===== src/rtl/fu_issue_wb.sv =====
// Issue/writeback stage around an external function_unit: one instruction in flight,
// IDLE->READ->EXEC->WB. Optional macro ZERO_REG_EN makes reg[0] a hard-wired zero.
module fu_issue_wb #(
    parameter int DW   = 8,
    parameter int NREG = 8,
    parameter int AW   = 3
) (
    input  logic          clk,
    input  logic          rst_n,
    input  logic          instr_valid,
    output logic          instr_ready,
    input  logic [3:0]    instr_fs,
    input  logic [AW-1:0] instr_rd,
    input  logic [AW-1:0] instr_ra,
    input  logic [AW-1:0] instr_rb,
    input  logic          instr_imm_sel,
    input  logic [DW-1:0] instr_imm,
    output logic [DW-1:0] fu_a,
    output logic [DW-1:0] fu_b,
    output logic [3:0]    fu_fs,
    input  logic [DW-1:0] fu_op,
    input  logic          fu_v,
    input  logic          fu_c,
    input  logic          fu_n,
    input  logic          fu_z,
    output logic          done,
    output logic [DW-1:0] result,
    output logic [3:0]    flags,
    input  logic [AW-1:0] dbg_addr,
    output logic [DW-1:0] dbg_data
);

    typedef enum logic [1:0] {IDLE, READ, EXEC, WB} state_t;

    state_t        state_q;
    logic          ready_q;
    logic          done_q;
    logic [3:0]    fs_q;
    logic [AW-1:0] rd_q;
    logic [AW-1:0] ra_q;
    logic [AW-1:0] rb_q;
    logic          imm_sel_q;
    logic [DW-1:0] imm_q;
    logic [DW-1:0] fu_a_q;
    logic [DW-1:0] fu_b_q;
    logic [3:0]    fu_fs_q;
    logic [DW-1:0] result_q;
    logic [3:0]    flags_q;
    logic [DW-1:0] regs_q [NREG];

    logic [3:0]    flags_d;
    logic          wr_en_d;

    function automatic logic [DW-1:0] rf_read(input logic [AW-1:0] addr);
`ifdef ZERO_REG_EN
        return (addr == '0) ? '0 : regs_q[addr];
`else
        return regs_q[addr];
`endif
    endfunction

    // Shift/transfer-B ops leave V and C untouched.
    always_comb begin
        flags_d = {fu_v, fu_c, fu_n, fu_z};
        if (fu_fs_q[3:2] == 2'b11)
            flags_d = {flags_q[3:2], fu_n, fu_z};
    end

    always_comb begin
`ifdef ZERO_REG_EN
        wr_en_d = (rd_q != '0);
`else
        wr_en_d = 1'b1;
`endif
    end

    always_ff @(posedge clk or negedge rst_n) begin
        if (!rst_n) begin
            state_q   <= IDLE;
            ready_q   <= 1'b1;
            done_q    <= 1'b0;
            fs_q      <= '0;
            rd_q      <= '0;
            ra_q      <= '0;
            rb_q      <= '0;
            imm_sel_q <= 1'b0;
            imm_q     <= '0;
            fu_a_q    <= '0;
            fu_b_q    <= '0;
            fu_fs_q   <= '0;
            result_q  <= '0;
            flags_q   <= '0;
            for (int unsigned i = 0; i < NREG; i++)
                regs_q[i] <= '0;
        end else begin
            case (state_q)
                IDLE: begin
                    if (instr_valid) begin
                        fs_q      <= instr_fs;
                        rd_q      <= instr_rd;
                        ra_q      <= instr_ra;
                        rb_q      <= instr_rb;
                        imm_sel_q <= instr_imm_sel;
                        imm_q     <= instr_imm;
                        ready_q   <= 1'b0;
                        state_q   <= READ;
                    end
                end
                READ: begin
                    fu_a_q  <= rf_read(ra_q);
                    fu_b_q  <= imm_sel_q ? imm_q : rf_read(rb_q);
                    fu_fs_q <= fs_q;
                    state_q <= EXEC;
                end
                EXEC: begin
                    if (wr_en_d)
                        regs_q[rd_q] <= fu_op;
                    result_q <= fu_op;
                    flags_q  <= flags_d;
                    done_q   <= 1'b1;
                    state_q  <= WB;
                end
                WB: begin
                    done_q  <= 1'b0;
                    ready_q <= 1'b1;
                    state_q <= IDLE;
                end
                default: state_q <= IDLE;
            endcase
        end
    end

    assign instr_ready = ready_q;
    assign done        = done_q;
    assign fu_a        = fu_a_q;
    assign fu_b        = fu_b_q;
    assign fu_fs       = fu_fs_q;
    assign result      = result_q;
    assign flags       = flags_q;
    assign dbg_data    = rf_read(dbg_addr);

endmodule

===== config.mk =====
export PLATFORM = sky130hd
export DESIGN_NAME = fu_issue_wb
export DESIGN_NICKNAME = d
export VERILOG_FILES = /design/src/rtl/fu_issue_wb.sv
export SDC_FILE = /design/constraint.sdc
export NUM_CORES = 1
export LEC_CHECK = 0
export BUFFER_PORTS_ARGS = -buffer_cell sky130_fd_sc_hd__buf_2
export CAP_MARGIN = 20
export CORE_UTILIZATION = 40
export DETAILED_ROUTE_END_ITERATION = 10
export GPL_TIMING_DRIVEN = 0
export PLACE_DENSITY = 0.59
export SLEW_MARGIN = 0
export SYNTH_ARGS = -nofsm -noshare
export SYNTH_HDL_FRONTEND = slang
export SYNTH_SLANG_ARGS = --single-unit

===== constraint.sdc =====
create_clock -name clk -period 6.47 [get_ports clk]
set_input_delay 1.941 -clock clk [delete_from_list [all_inputs] [get_ports clk]]
set_output_delay 1.941 -clock clk [all_outputs]
set_load 0.02 [all_outputs]

=== Word level (Yosys, flattened, before mapping) ===
Index checks and enable logic that the tools add are counted.
Widths: inputs -> output; s select.

* Eq/ne operators: 5
* $lt $le $gt $ge: 5
* Muxes and demuxes: 18
* Reduce and logical (&&, ||, !) cells: 7
* Bitwise operators: 5

{| class="wikitable"
|+ Operators with widths
! operator !! number
|-
| $bmux 8 s3 || 3
|-
| $bwmux 64 || 1
|-
| $mux 8 || 8
|-
| $demux 8 s3 || 1
|-
| $ge 4x4->1 const B || 4
|-
| $not 3->4 || 4
|-
| $pmux 2 s4 || 1
|-
| $eq 2x2->1 const B || 3
|-
| $reduce_and 2->1 || 3
|-
| $lt 4x1->1 const B || 1
|-
| $pmux 1 s2 || 2
|-
| $reduce_bool 2->1 || 2
|-
| $eq 2x1->1 const B || 1
|-
| $logic_not 2->1 || 1
|-
| $mux 2 || 1
|-
| $ne 2x2->1 const B || 1
|-
| $logic_and 1x1->1 || 1
|-
| $mux 1 || 1
|-
| $not 1->1 || 1
|}

* Flip-flop bits (word level): 122

=== Longest topological paths before layout ===
Gate-level depths: netlist of run 1.

* Depth in word-level cells: 6
* Mapped depth: 7
* Mapped depth without buffers: 5

=== Least setup slack after synthesis of run 1 ===
No wires, ideal clock.

* Path type: input to output
* Start: in dbg_addr[0]
* End: out dbg_data[0]
* Data required time: 4.529 ns
* Path slack: 1.495 ns
* Arrival time: 3.034 ns
* Stages: 4
* Path through: buf_6 buf_12 mux4_1 mux2_2

* Word-level cells in the longest chain between the ends: 4

{| class="wikitable"
|+ RTL lines
! item !! RTL line !! source
|-
| from (decl) || 29 || <nowiki>input logic [AW-1:0] dbg_addr,</nowiki>
|-
| $not 3->4 (not written as such) || 58 || <nowiki>return regs_q[addr];</nowiki>
|-
| $bmux 8 s3 || 58 ||
|-
| $mux 8 (not written as such) (2 in a row) || 58 ||
|-
| to (decl) || 30 || <nowiki>output logic [DW-1:0] dbg_data</nowiki>
|}

Every way passes these cells. The select of a mux whose other input is x is not followed.

=== Worst setup path after layout of run 1 ===
* Start: in dbg_addr[1]
* End: out dbg_data[3]

The elaborated chain is that of the path after synthesis.

==> results of run 1 <==
[cell families (layout without fill, tap and decap cells)]
kind of cell | count (synthesis) | after routing | share of synthesized area
compound gates | 54 | 54 | 0.0658
fa+ha+maj | 5 | 5 | 0.00979
buf+inv | 36 | 147 | 0.0294
flops | 122 | 122 | 0.478
mux | 185 | 185 | 0.355
simple gates | 64 | 64 | 0.0623
[per-layer routing]
| layer | GRT usage | routed length [um] | vias to the layer above |
|---|---|---|---|
| met2 | 0.389 | 9090 | 174 |
| met1 | 0.323 | 8160 | 2369 |
| li1 | - | - | 1974 |
| met5 | 0 | 0 | - |
| met3 | 0.0595 | 1230 | 36 |
| met4 | 0.0962 | 420 | 0 |
[final timing paths]
kind	end	slack, ns	depth (start not counted)
setup reg to reg	regs_q[54]$_DFFE_PN0P_	4.03	6
hold / removal	result[5]$_DFFE_PN0P_	0.50	1
max in group asynchronous	instr_ready$_DFFE_PN1P_	4.28	2
min in group asynchronous	result[5]$_DFFE_PN0P_	1.43	1
setup / recovery	dbg_data[3]	0.87	5
hold reg to reg	result[5]$_DFFE_PN0P_	0.50	1
[cell type report]
| cell class | count | area (um^2) |
|---|---|---|
| buffer | 34 | 180 |
| clock buffer | 21 | 470 |
| clock inverter | 11 | 215 |
| fill | 1362 | 7610 |
| inverter | 2 | 7.51 |
| multi-input combinational | 308 | 3150 |
| sequential | 122 | 3050 |
| tap | 211 | 264 |
| timing repair buffer | 79 | 424 |
[sequential cells by signal (all words and copies together), names as in the netlist]
name and count:
fu_a 8, done 1, fu_b 8, instr_ready 1
rd_q 3, fu_fs 4, flags 4, ra_q 3
imm_q 8, fs_q 4, regs_q 64, result 8
imm_sel_q 1, rb_q 3, state_q 2
[stage by stage]
step | instances | setup slack (ns) | utilization | hold slack, ns
finish | 788 | 0.868 | 0.505 | 0.502
global route | 788 | 0.807 | 0.505 | 0.519
CTS | 788 | 0.902 | 0.505 | 0.500
detailed placement | 756 | 0.907 | 0.461 | 0.488
global placement | 755 | 0.896 | 0.458 | 0.481
floorplan | 466 | 1.49 | - | 0.470
[synthesized netlist by cell type, types with 5 or more instances]
master	count
clkbuf_1	9
mux2_2	128
nor2b_1	20
buf_2	14
a22oi_1	15
dfrtp_1	121
mux4_1	15
a211o_1	7
buf_1	7
a21oi_1	6
nor2_1	9
mux2i_1	41
nand3_1	8
nand2_1	11
a41o_1	8
ha_1	5
[power breakdown]
part / switching, uW / internal (uW)
clock: 353 / 752
sequential: 312 / 1160
combinational: 1090 / 977
==> impl_metrics.toml, run 1 <==
[clocking]
cts.sink_count = 122
h-tree-depth = 4
cts_made_buffers = 17
clockBufferDepth = 2
cts_hold_buffers = 0
cts_tree = "done"
post_cts_buffers = 0
clkTransAtPathRegs_ns = 0.05
clock_latency_ns = 0.43
cts-root-buf = "clkbuf_16"
cts_resized = 0

[setup_path]
path_cells = "clkbuf_1 > buf_2 > mux4_1 > mux2_2 > buf_2"
cpMostUsedCell = "buf_2"
path_buf_inv = 3
cp_slowest_cell = "clkbuf_1"
cp-start-kind = "input port"
crit_fanout = 10
critPathKind = "in -> out"
cp-end-kind = "output pin"
cp.required_ns = 4.53
path_delay_family = "buffers and inverters"
r2r_start = "state_q[0]$_DFFE_PN0P_"
slowest_delay_ns = 0.46
crit_arrival_ns = 3.66
worstSetupStartpoint = "dbg_addr[1]"

[sta]
worst_pin_slew_ns = 1.16
hold_viol_final = 0
finalSetupViolations = 0
fin_crit_ns = 5.60
finalSetupTns_ns = 0
min_period_over_period = 0.866
fmax_mhz = 178
relSlewSlack = 0.225
rsz0062_at_grt = "no"
clock_skew_ns = 0.0103
drv_slew = 0

[detailed_routing]
firstDrtPassIters = 6
routedWlPerCell_um = 24.0
vias = 4553
ant_nets = 0
drc = 0
avgViaCountPerCell = 5.78
drt-initial-drc-count = 394
wl_um = 18900

[placed_design]
place_area_um2 = 7080
gp_congestion = 0.818
dp_hpwl_um = 12200
portBuffers = 78

[yosys]
avgSynthCellArea_um2 = 13.7
syn_nets = 511
async_reset_ff_frac = 1.00
syn_area_um2 = 6390
yosys_warnings = 0
netlist_instances = 466
synth_edf_count = 0
ys_seq_area_frac = 0.478
synth_cell_types = 38
synth_top_area_cell = "dfrtp_1"
ys.flop_type = "dfrtp_1"
ys_top_cells_by_area = "dfrtp_1, mux2_2, mux2i_1"
ys_ff_latch = 122
yosysTopAreaCellShare = 0.474

[cells_and_area]
syn2layout_area_growth_pct = 21.5
nets = 609
drive_gt1_frac = 0.463
final_area_um2 = 7760
diodes = 0
final_common_cell = "mux2_2"
layout_common_cells = "mux2_2, dfrtp_1, buf_2"

[global_routing]
grt_pass1_vias = 4711
grt_max_degree = 84
grt_antenna_before_repair = 0
grt_pass1_wl_um = 28400
track_usage = 0.245
grt.overflow.total = 0

[status]
status = "completed"

[run]
max_cap_viol_count = 0

[floorplan]
initial_core_util = 0.416
dieArea_um2 = 16500
design.core.area_um2 = 15400
fp.dieW_um = 128
core.rowCount = 45
fp.dieH_um = 128
io_pins = 82

[pwr]
powerDensity_nw_per_um2 = 598
p_leak_uw = 0.00346
vdd_drop_max_uv = 256
total_power_uw = 4640

[min_path]
hp-start = "result[5]$_DFFE_PN0P_"
min_path_type = "reg -> reg"
No activity file was read; power rests on OpenSTA's default activity.
==> inputs of run 2 (changes only) <==
- CORE_UTILIZATION: 40 -> 55
- PLACE_DENSITY: 0.59 -> 0.76
==> run 2 against run 1 <==
First-iteration DRC count shrank 26%. Fmax increased by 1.2%. Total power shrank 4.4%. Cell area fell by 2.6%.
==> impl_metrics.toml, run 2 (synthesis results as in run 1) <==
[pwr]
swShare = 0.383
internal-power_uw = 2740
powerDensity_nw_per_um2 = 587
clockPowerShare = 0.208
vdd_drop_max_uv = 394
p_seq_frac = 0.332
p_leak_uw = 0.00342
pwr-share-comb = 0.461
total_power_uw = 4440
switchingPower_uw = 1700

[setup_path]
crit_arrival_ns = 3.60
r2r_start = "state_q[0]$_DFFE_PN0P_"
cp.required_ns = 4.53
crit_fanout = 10
critPathKind = "in -> out"
timing.rr.end = "regs_q[50]$_DFFE_PN0P_"
cp-end-kind = "output pin"
reg2reg_slack_ns = 4.11
cp-start-kind = "input port"
reg2regPathDepth = 6

[cells_and_area]
syn2layout_area_growth_pct = 18.3
fin_util = 0.682
fillers = 828
regMostFlops = "regs_q"
register_area_um2 = 3050
multi_input_area_um2 = 3150
drive_gt1_frac = 0.456
nets = 609
largest_reg_flops = 64
diodes = 0
instances_no_fill = 717
final_common_cell = "mux2_2"
layout_common_cells = "mux2_2, dfrtp_1, buf_2"

[floorplan]
fp.dieW_um = 110
initial_core_util = 0.577
fp.dieH_um = 110
io_pins = 82
design.core.area_um2 = 11100
core.rowCount = 38
dieArea_um2 = 12100

[detailed_routing]
firstDrtPassIters = 6
vias = 4491
wl_um = 17100
avgViaCountPerCell = 6.26
routedWlPerCell_um = 23.8
drc = 0
ant_nets = 0
drt-initial-drc-count = 291

[global_routing]
grt_pass1_vias = 4601
grt_max_degree = 65
track_usage = 0.302
grt.overflow.total = 0
grt_antenna_before_repair = 0
grt_pass1_wl_um = 25300

[sta]
relSlewSlack = 0.291
finalSetupTns_ns = 0
fmax_mhz = 181
fin_crit_ns = 5.54
rsz0062_at_grt = "no"
drv_slew = 0
worst_pin_slew_ns = 1.06
clock_skew_ns = 0.00633
finalSetupViolations = 0
min_period_over_period = 0.856
hold_viol_final = 0

[clocking]
cts_made_buffers = 17
cts_resized = 0
h-tree-depth = 4
cts-root-buf = "clkbuf_16"
clkTransAtPathRegs_ns = 0.05
clockBufferDepth = 2
clock_latency_ns = 0.42
post_cts_buffers = 0
cts_tree = "done"
cts.sink_count = 122
cts_hold_buffers = 0

[placed_design]
gp_congestion = 0.918
dp.cells = 685
portBuffers = 78
dp_hpwl_um = 11100

[status]
status = "completed"

[min_path]
min_to = "instr_ready$_DFFE_PN1P_"
min_path_type = "reg -> reg"
hp-start = "instr_ready$_DFFE_PN1P_"
hold_depth = 2

[run]
max_cap_viol_count = 0
==> run 2: changes by cell type in the layout (fill, tap and decap cells not counted), sizes merged <==
cell / change
bufinv: -3
clkinv: +6
clkinvlp: -4
clkbuf: +1
==> run 2: critical path, stage by stage <==
cell,delay (ns)
clkbuf_1,0.45
buf_2,0.41
mux4_1,0.34
mux2_2,0.29
buf_2,0.16
==> run 2: routing by layer <==
layer,wire length [um],part of all wire,track usage,vias to the layer above
met1,7100,0.42,0.380,2253
li1,-,-,-,1969
met5,0,0,0,-
met3,1200,0.070,0.0877,55
met2,8250,0.48,0.471,214
met4,536,0.031,0.160,0
==> run 2: power by group through the flow <==
stage	Combinational (uW)	Clock (uW)	Sequential, uW
finish	2040	922	1470
global route	2160	967	1520
CTS	2030	932	1460
detailed placement	2020	0	1470
global placement	1960	0	1440
floorplan	1360	0	1510
==> run 2: worst max-delay path by stage <==
stage                      startpoint          end  depth (start not counted)
after floorplan           dbg_addr[0]  dbg_data[0]                          4
after global routing      dbg_addr[1]  dbg_data[4]                          5
after CTS                 dbg_addr[1]  dbg_data[4]                          5
final                     dbg_addr[1]  dbg_data[2]                          5
after detailed placement  dbg_addr[1]  dbg_data[4]                          5
after global placement    dbg_addr[1]  dbg_data[1]                          5
==> run 2: area by class of cell <==
| cell class | count | area share |
|---|---|---|
| multi-input cells | 308 | 0.417 |
| flip-flops and latches | 122 | 0.404 |
| clock buffers | 22 | 0.0588 |
| repair buffers | 79 | 0.0561 |
| plain buffers | 34 | 0.0238 |
| well taps | 140 | 0.0232 |
| clock inverters | 10 | 0.0166 |
| inverters | 2 | 0.000993 |
==> run 2: through the flow <==
step                hold slack (ns)  area, um^2  setup slack (ns)
global placement              0.477        6960             0.986
detailed placement            0.489        6990             0.963
CTS                           0.498        7560             0.956
finish                        0.494        7560             0.931
global route                  0.510        7560             0.918
floorplan                     0.470        6390              1.49
==> inputs of run 3 (changes only) <==
- CORE_MARGIN: unset -> 1
- RECOVER_POWER: unset -> 100
==> run 3 against run 2 <==
The run now ends with capacitance limit, slew limit left. Non-clock buffer count unchanged. Combinational power down 3%. Hold slack gained 0.0014 ns. Register-to-register slack got worse by 1.1 ns. Critical path depth unchanged. Final cell count did not move. Setup slack got worse by 0.23 ns. Sequential power about the same.
==> impl_metrics.toml, run 3 (synthesis results as in run 1) <==
[min_path]
hp-start = "instr_ready$_DFFE_PN1P_"
min_path_type = "reg -> reg"

[sta]
rsz0062_at_grt = "no"
clock_skew_ns = 0.00503
fin_crit_ns = 5.77
drv_slew = 95
hold_viol_final = 0
finalSetupViolations = 0
relSlewSlack = -1.15
fmax_mhz = 173
finalSetupTns_ns = 0
worst_pin_slew_ns = 3.22
fin_hold_ws_ns = 0.496
min_period_over_period = 0.891

[status]
status = "finished with violations"
violations = "capacitance limit, slew limit"

[detailed_routing]
avgViaCountPerCell = 6.30
routedWlPerCell_um = 23.9
drc = 0
wl_um = 17100
ant_nets = 0
firstDrtPassIters = 5
vias = 4515
drt-initial-drc-count = 308

[setup_path]
cp-end-kind = "output pin"
crit_arrival_ns = 3.83
r2r_start = "state_q[0]$_DFFE_PN0P_"
critPathKind = "in -> out"
worstSetupStartpoint = "dbg_addr[1]"
cp-start-kind = "input port"
crit_fanout = 10
cp.required_ns = 4.53

[clocking]
cts.sink_count = 122
cts_tree = "done"
post_cts_buffers = 0
clkTransAtPathRegs_ns = 0.05
h-tree-depth = 4
cts-root-buf = "clkbuf_16"
clockBufferDepth = 2
cts_resized = 0
cts_hold_buffers = 0
clock_latency_ns = 0.42
cts_made_buffers = 17

[floorplan]
fp.dieW_um = 110
dieArea_um2 = 12100
fp.dieH_um = 110
core.rowCount = 38
design.core.area_um2 = 11100
initial_core_util = 0.577
io_pins = 82

[cells_and_area]
drive_gt1_frac = 0.360
syn2layout_area_growth_pct = 16.5
largest_reg_flops = 64
diodes = 0
layout_common_cells = "mux2_2, dfrtp_1, clkbuf_1"
final_common_cell = "mux2_2"
fillers = 862
nets = 609
regMostFlops = "regs_q"

[pwr]
p_leak_uw = 0.00326
vdd_drop_max_uv = 387
powerDensity_nw_per_um2 = 588

[global_routing]
track_usage = 0.302
grt_pass1_vias = 4601
grt.overflow.total = 0
grt_max_degree = 65
grt_pass1_wl_um = 25300
grt_antenna_before_repair = 0

[placed_design]
gp_congestion = 0.918
dp_hpwl_um = 11100
portBuffers = 78

[run]
max_cap_viol_count = 5
==> run 3: per-stage QoR <==
step / util / instance area [um^2] / power, uW / setup WS (ns) / cells
3_5_place_dp: 0.631 / 6990 / 3480 / 0.963 / 685
2_1_floorplan: - / 6390 / 2860 / 1.49 / 466
6_report: 0.672 / 7440 / 4380 / 0.703 / 717
4_1_cts: 0.682 / 7560 / 4430 / 0.956 / 717
5_1_grt: 0.672 / 7440 / 4590 / 0.641 / 717
3_3_place_gp: 0.628 / 6960 / 3390 / 0.986 / 684
==> run 3: cell type report <==
type,instances,area (um^2),share of cell area
tap,140,175,0.0235
multi-input combinational,308,3100,0.417
inverter,2,7.51,0.00101
timing repair buffer,79,363,0.0487
clock buffer,22,444,0.0597
clock inverter,10,125,0.0168
buffer,34,173,0.0232
sequential,122,3050,0.410
==> run 3: worst paths after layout <==
path / end / cells past startpoint / slack, ns
worst max-delay path: dbg_data[2] / 5 / 0.70
worst min-delay path: instr_ready$_DFFE_PN1P_ / 2 / 0.50
worst max register to register: regs_q[44]$_DFFE_PN0P_ / 6 / 3.03
worst min register to register: instr_ready$_DFFE_PN1P_ / 2 / 0.50
max in group asynchronous: regs_q[40]$_DFFE_PN0P_ / 1 / 2.06
min in group asynchronous: regs_q[44]$_DFFE_PN0P_ / 1 / 2.59
==> run 3: power breakdown <==
group | leakage [uW] | internal, uW | switching, uW
clock network | 0.000285 | 599 | 324
registers | 0.00145 | 1160 | 310
logic | 0.00152 | 929 | 1050
==> run 3: routing by layer <==
layer | wire (um) | GRT usage | vias up
met5 | 0 | 0 | -
met1 | 6990 | 0.380 | 2270
li1 | - | - | 1975
met3 | 1300 | 0.0877 | 51
met2 | 8280 | 0.471 | 219
met4 | 579 | 0.160 | 0
==> run 3: critical path, stage by stage <==
cell and delay [ns]:
clkbuf_1 0.42, clkbuf_1 0.59, mux4_1 0.40, mux2_2 0.30, clkbuf_1 0.17
